`config.mk`:
```
export PLATFORM = sky130hd
export DESIGN_NAME = rom_arbiter
export DESIGN_NICKNAME = d
export VERILOG_FILES = /design/src/rtl/rom_arbiter.sv
export SDC_FILE = /design/constraint.sdc
export NUM_CORES = 1
export LEC_CHECK = 0
export BUFFER_PORTS_ARGS = -buffer_cell sky130_fd_sc_hd__buf_4
export CAP_MARGIN = 5
export CELL_PAD_IN_SITES_DETAIL_PLACEMENT = 0
export CELL_PAD_IN_SITES_GLOBAL_PLACEMENT = 1
export CORE_MARGIN = 4
export CORE_UTILIZATION = 34
export CTS_CLUSTER_DIAMETER = 80
export DETAILED_ROUTE_END_ITERATION = 6
export GPL_TIMING_DRIVEN = 1
export PLACE_DENSITY_LB_ADDON = 0.15
export SYNTH_ARGS = -nofsm -noshare
export SYNTH_HDL_FRONTEND = slang
export SYNTH_SLANG_ARGS = --single-unit
```
`constraint.sdc`:
```
create_clock -name i_clk -period 2.7 [get_ports i_clk]
set_clock_uncertainty 0.2 [all_clocks]
set_input_delay 0.135 -clock i_clk [delete_from_list [all_inputs] [get_ports i_clk]]
set_output_delay 0.135 -clock i_clk [all_outputs]
set_load 0.05 [all_outputs]
```
`src/rtl/rom_arbiter.sv`:
```
// ============================================================================
// Module      : rom_arbiter
// Description : Shares one synchronous ROM among NUM_REQ voices, one grant per
//               cycle, pipelined read return. Round-robin by default; define
//               ROM_ARBITER_FIXED_PRIO_EN for lowest-index-wins priority.
// Revision    : 1.0 - initial release
// ============================================================================
`default_nettype none

module rom_arbiter #(
   parameter int NUM_REQ = 4,
   parameter int ADDR_W  = 5,
   parameter int DATA_W  = 16
) (
   input  logic                      i_clk,
   input  logic                      i_rst_n,
   input  logic [NUM_REQ-1:0]        i_req,
   input  logic [NUM_REQ*ADDR_W-1:0] i_addr,
   output logic [NUM_REQ-1:0]        o_ack,
   output logic [NUM_REQ-1:0]        o_data_valid,
   output logic [DATA_W-1:0]         o_data,
   output logic [ADDR_W-1:0]         o_rom_addr,
   input  logic [DATA_W-1:0]         i_rom_data
);

   localparam int PTR_W = (NUM_REQ > 1) ? $clog2(NUM_REQ) : 1;
   localparam logic [PTR_W-1:0] C_LAST = PTR_W'(NUM_REQ - 1);

   logic [NUM_REQ-1:0] ack_q, ack_d;
   logic [NUM_REQ-1:0] valid_q, valid_d;
   logic [DATA_W-1:0]  data_q, data_d;
   logic [ADDR_W-1:0]  rom_addr_q, rom_addr_d;
   logic [PTR_W-1:0]   rr_ptr_q, rr_ptr_d;

   logic [NUM_REQ-1:0] eligible;
   logic [PTR_W-1:0]   winner;
   logic [PTR_W-1:0]   cand;
   logic               found;

   always_comb begin
      // A voice whose ack is on this cycle is masked so its held request
      // does not win twice for the same transaction.
      eligible = i_req & ~ack_q;
      found    = 1'b0;
      winner   = '0;
      cand     = '0;
      for (int i = 0; i < NUM_REQ; i++) begin
         cand = PTR_W'((int'(rr_ptr_q) + i) % NUM_REQ);
         if (!found && eligible[cand]) begin
            found  = 1'b1;
            winner = cand;
         end
      end

      ack_d = '0;
      if (found) begin
         ack_d[winner] = 1'b1;
      end

      rom_addr_d = found ? i_addr[int'(winner)*ADDR_W +: ADDR_W] : rom_addr_q;

      // ROM answers one cycle after the address registers with the ack.
      valid_d = ack_q;
      data_d  = (|valid_q) ? i_rom_data : data_q;

`ifdef ROM_ARBITER_FIXED_PRIO_EN
      rr_ptr_d = '0;
`else
      if (found) begin
         rr_ptr_d = (winner == C_LAST) ? '0 : winner + PTR_W'(1);
      end else begin
         rr_ptr_d = rr_ptr_q;
      end
`endif
   end

   always_ff @(posedge i_clk or negedge i_rst_n) begin
      if (!i_rst_n) begin
         ack_q      <= '0;
         valid_q    <= '0;
         data_q     <= '0;
         rom_addr_q <= '0;
         rr_ptr_q   <= '0;
      end else begin
         ack_q      <= ack_d;
         valid_q    <= valid_d;
         data_q     <= data_d;
         rom_addr_q <= rom_addr_d;
         rr_ptr_q   <= rr_ptr_d;
      end
   end

   assign o_ack        = ack_q;
   assign o_data_valid = valid_q;
   assign o_data       = data_d;
   assign o_rom_addr   = rom_addr_q;

endmodule

`default_nettype wire

```
Word-level counts from Yosys, hierarchy flattened
Index checks and enable logic that the tools add are counted.
Operators by class
  add/sub/neg operators: 4
  multiply operators: 1
  magnitude comparators: 6
  equality and inequality tests: 1
  shift-type cells: 1
  muxes and demuxes: 21
  bitwise logic cells: 2
  reduce and logical (&&, ||, !) cells: 8
Operator list (count)
  $shiftx 20x6->5: 1
  $mux 16: 1
  $lt 2x3->1 const B: 5
  $mux 2: 5
  $mux 1: 9
  $bmux 1 s2: 4
  $mul 2x3->5 const B: 1
  $add 2x1->2 const B: 2
  $add 2x2->2 const B: 2
  $and 4x4->4: 1
  $logic_and 1x1->1: 4
  $mux 4: 1
  $not 4->4: 1
  $reduce_or 4->1: 1
  $logic_not 1->1: 3
  $demux 1 s2: 1
  $eq 2x2->1 const B: 1
  $ge 2x1->1 const B: 1
Storage, ports and cells
  register bits after elaboration: 31
  bits of input ports: 42
  output and inout port bits: 29
  word-level logic and storage cells: 49

Logic depth before layout (Yosys ltp)
  depth in word-level cells: 19
  depth in mapped cells: 9
  mapped depth without buffers: 7

Worst setup path before layout
Ideal clock, no wire load.
  path kind: register to register
  start point: reg ack_q[3], in the netlist o_ack[3]
  end point: reg rr_ptr_q[1]
  library setup time: 125 ps
  arrival time: 2126 ps
  data required time: 2375 ps
  path slack: 249 ps
  stages on the path, launching flop included: 8
  path buffers: 1
  clock period less this slack: 2451 ps
  cells stage by stage: dfrtp_1 > nand2b_1 > buf_2 > o21ai_0 > o221ai_1 > inv_1 > ha_1 > mux2_2
Between the ends
  cells in the longest elaborated chain, start to end: 16
  elaborated cells between the ends (all ways): 27
  classes of those cells: add/sub (1); eq/ne (1); mux (17); bitwise (2); reduce/logical (6)
Ends and longest elaborated chain
  start: declaration: line 29  | logic [NUM_REQ-1:0] ack_q, ack_d;
  start signal: assignment: line 85  | ack_q <= ack_d;
  $not 4->4 (*): line 43  | eligible = i_req & ~ack_q;
  $and 4x4->4 (*): line 43
  $bmux 1 s2: line 49  | if (!found && eligible[cand]) begin
  $mux 1 (implied by the code): line 49
  $mux 1: line 49
  $logic_not 1->1: line 49
  $logic_and 1x1->1: line 49
  $mux 1: line 49
  $logic_not 1->1: line 49
  $logic_and 1x1->1: line 49
  $mux 1: line 49
  $logic_not 1->1: line 49
  $logic_and 1x1->1: line 49
  $mux 2: line 49
  $add 2x1->2 or $eq 2x2->1 (tied branches): line 70  | rr_ptr_d = (winner == C_LAST) ? '0 : winner + PTR_W'(1);
  $mux 2: line 70
  end signal: assignment: line 89  | rr_ptr_q <= rr_ptr_d;
  end: declaration: line 33  | logic [PTR_W-1:0] rr_ptr_q, rr_ptr_d;
Mark *: on every way between the ends. The rest lies on a longest branch, timed or not. The select of a mux whose other input is x is not followed.
A chain may end at the register's enable or synchronous reset.

Worst setup path in the final report
  start point: reg rr_ptr_q[1]
  end point: reg rr_ptr_q[1]
Between the ends
  cells in the longest elaborated chain, start to end: 14
  elaborated cells between the ends (all ways): 28
  classes of those cells: add/sub (4); eq/ne (1); mux (17); reduce/logical (6)
Ends and longest elaborated chain
  parallel branches: the longest is 14 deep, another holds $add 2x1->2
Parallel ways; which one is timed is not known. The select of a mux whose other input is x is not followed.

==> results.rst <==
.. list-table::
   :header-rows: 1

   * - Metric
     - Value
   * - Run status
     - completed
   * - Total Neg Setup Slack
     - 0 ps
   * - Area enclosed by the die boundary
     - 0.005452 mm^2
   * - Die width
     - ~74 um
   * - Worst-case register-to-register setup slack
     - 310 ps
   * - Maximum number of pins on one net before global-route repair
     - 32
   * - Number of stages on the worst hold path
     - 3
   * - Worst-path clk slew
     - 60 ps
   * - Cell taking the most area after synthesis
     - dfrtp_1
   * - Capture instance of the worst register-to-register path
     - rr_ptr_q[1]
   * - Number of max-cap violations
     - 0
   * - Largest buffer count on any clock path
     - 2
   * - Mapped Cells
     - 117
   * - Synthesis Warnings
     - 0
   * - Worst-path maximum fanout
     - 12
   * - Number of gates resized after cts
     - 0
   * - Post-layout nets
     - between 200 and 300
   * - Standard cell area after detailed placement
     - ~0.0021 mm^2
   * - Proportion of synthesized chip area in sequential cells
     - 52.63%
   * - Initial antenna violation count
     - 0
   * - Via count
     - around 1200
   * - Final Power
     - 0.003180 W
   * - Routability congestion estimate
     - 0.7819
   * - Max IR drop VDD
     - 0.0005217 V
   * - Final hold violations
     - 0
   * - Achievable frequency
     - 0.4178 GHz
   * - Insertion delay of the later-clocked pin in the worst-skew pair
     - 280 ps
   * - Setup repair after global routing missed its margin
     - false
   * - Portion of synthesized cell area occupied by the leading cell type
     - 52.63%
   * - Cell types occupying the most area after synthesis
     - dfrtp_1, mux2_2, a211oi_1
   * - CTS Buf Count
     - 5
   * - Total Wirelength
     - 3856 um
   * - Antenna-violating nets left
     - 0
   * - Number of global-route vias before repair
     - between 1000 and 1500
   * - Initial cell density of the core
     - a little over a third
   * - Area delta synth->final
     - 57.89%
   * - Drt via density
     - 4.728
   * - Final core utilization
     - 56.95%
   * - Count of standard-cell rows
     - 23
   * - Number of primary I/O pins
     - ~70
   * - DRC Markers
     - 0
   * - Power Dens Cells
     - 1367 mW/mm^2
   * - Summed instance area of the synthesized netlist
     - 0.001474 mm^2
   * - Share of post-route cells with drive strength above 1
     - between 40% and 50%
   * - Worst hold path type
     - input port to flip-flop
   * - Leakage power summed over all cells
     - 1.118 nW
   * - Filler instances
     - 343
   * - Distinct cells, synth
     - 27
   * - Clock tree from TritonCTS
     - built
   * - Measured slew at the worst slew-check pin
     - 510.7 ps
   * - Hold endpoint
     - o_rom_addr[1]
   * - Core area
     - 0.004086 mm^2
   * - Wire length of the first global-routing pass
     - 6154 um
   * - Average wire per standard cell
     - 14.77 um
   * - Launch point of the worst reg-to-reg path
     - rr_ptr_q[1]
   * - # diodes
     - 0
   * - Startpoint of the lowest-slack hold path
     - i_addr[1]
   * - Die Span Y
     - 73.84 um
   * - Worst Path Required
     - around 2700 ps
   * - Net Count, Synth
     - 163
   * - CP Launch Type
     - flip-flop
   * - Detailed Routing Iterations Pass 1
     - 4
   * - Final worst path period share
     - 88.65%
   * - Number of register bits inferred by synthesis
     - 31
   * - Level count of the clock H-tree
     - 2
   * - Root buffer selected by CTS
     - clkbuf_8
   * - Number of sinks handled by clock tree synthesis
     - 31
   * - Total global routing overflow
     - 0
   * - Number of slew-limit violations in the final report
     - 0
   * - Setup Crit Path Kind
     - flip-flop to flip-flop
   * - Tmin final
     - 2394 ps
   * - Buffers on Ports
     - 70
   * - HPWL after DPL
     - 2873 um
   * - Depth of the worst register-to-register path
     - 6
   * - Post-synthesis area per instance
     - between 10 and 15 um^2
   * - Data arrival time of the critical path
     - 2360 ps
   * - Headroom to the max-slew limit
     - about two thirds
   * - Total Routing Usage GR
     - 15.01%
   * - Finished Cell Area
     - 0.002327 mm^2
   * - Final worst hold slack
     - 4.493 ps
   * - Final setup violation count
     - 0
   * - CP endpoint kind
     - flip-flop
   * - Number of DRC markers in iteration 0
     - 26
   * - Number of buffers added for setup after CTS
     - 0
[sequential cells by signal, summed over array words and instances (netlist names)]
register      flops
rr_ptr_q          2
o_ack             4
o_rom_addr        5
o_data_valid      4
data_q           16
[layer usage]
| layer | track usage [%] | vias to the layer above | wire, um |
|---|---|---|---|
| li1 | - | 604 | - |
| met1 | 15.75 | 579 | 1488 |
| met2 | 27.66 | 44 | 2045 |
| met3 | 4.788 | 7 | 264 |
| met4 | 5.433 | 0 | 57 |
| met5 | 0 | - | 0 |
[cell families (layout without fill, tap and decap cells)]
kind of cell               count (synthesis)  count (layout)  synth area share, %
DFF                                       31              31                52.63
and+or+nand+nor                           26              26                10.78
AOI/OAI and AO/OA                         22              22                12.48
muxes                                     22              22                16.38
buffers and inverters                     12             106                4.329
adders and majority gates                  4               4                3.396
[cells in the final DEF (no fill, tap or decap), drive strengths merged]
cell type and instances:
inv 8, nor2b 1, o221ai 1, nand3b 1
clkinv 1, o31ai 1, nor3b 1, a41oi 1
nor2 8, a21bo 1, dfrtp 31, buf 73
nand4 1, o21ai 2, ha 4, a21o 1
nand2b 5, clkbuf 6, dlygate4sd3 18, a2111oi 1
mux2 17, and2 6, mux2i 5, or4b 1
nor4 1, a211oi 14, and3 1
[how the worst max path moves through the flow]
stage | depth (start not counted) | from | slack (ps) | end
after detailed placement | 6 | rr_ptr_q[1] | 340 | rr_ptr_q[1]
after floorplan | 7 | o_ack[3] | 250 | rr_ptr_q[1]
after global placement | 6 | rr_ptr_q[1] | 400 | rr_ptr_q[1]
after global routing | 6 | rr_ptr_q[1] | 240 | rr_ptr_q[1]
after CTS | 6 | rr_ptr_q[1] | 330 | rr_ptr_q[1]
final | 6 | rr_ptr_q[1] | 310 | rr_ptr_q[1]
[report_power, final]
part           switching (W)  internal (W)  total, W
Combinational        0.00128      0.000729   0.00201
Sequential          0.000116      0.000687  0.000803
Clock               0.000168      0.000200  0.000368
[critical path, stage by stage, from the launching register on]
cell	delay, ps
dfrtp_1	470
or4b_4	560
o31ai_2	150
a21o_4	240
nor2_1	100
ha_1	290
mux2_2	270
[synthesized netlist by cell type]
library cell   n
nand3b_1       1
o221ai_1       1
nand2b_1       5
nor2_1         8
nor4_2         1
dfrtp_1       31
and3_1         1
inv_1          8
buf_2          2
o31ai_2        1
nand4_1        1
a211oi_1      13
nor2b_1        1
a2111oi_0      1
ha_1           4
or4b_4         1
nor3b_1        1
a41oi_1        1
a21o_4         1
and2_1         6
mux2_2        17
o21ai_0        2
a211oi_2       1
a21bo_2        1
buf_12         1
mux2i_1        5
clkbuf_1       1
[area by class of cell]
class	count	area [um^2]	share of cell area, %
tap	50	62.56	2.688
clock buffer	6	82.58	3.548
multi-input combinational	74	643.1	27.63
clock inverter	1	5.005	0.2151
inverter	8	30.03	1.290
timing repair buffer	91	728.2	31.29
sequential	31	775.7	33.33
[per-stage QoR]
step | setup slack, ps | cells
floorplan | 249.1 | 117
global placement | 402.6 | 236
detailed placement | 340.6 | 236
CTS | 330.7 | 261
global route | 238.3 | 261
finish | 306.4 | 261
[repair_timing]
action,4_1_cts,5_1_grt
endpoints found under the setup margin,0,0
hold buffers,18,0
endpoints found under the hold margin,48,0
No activity file was read; power rests on OpenSTA's default activity.
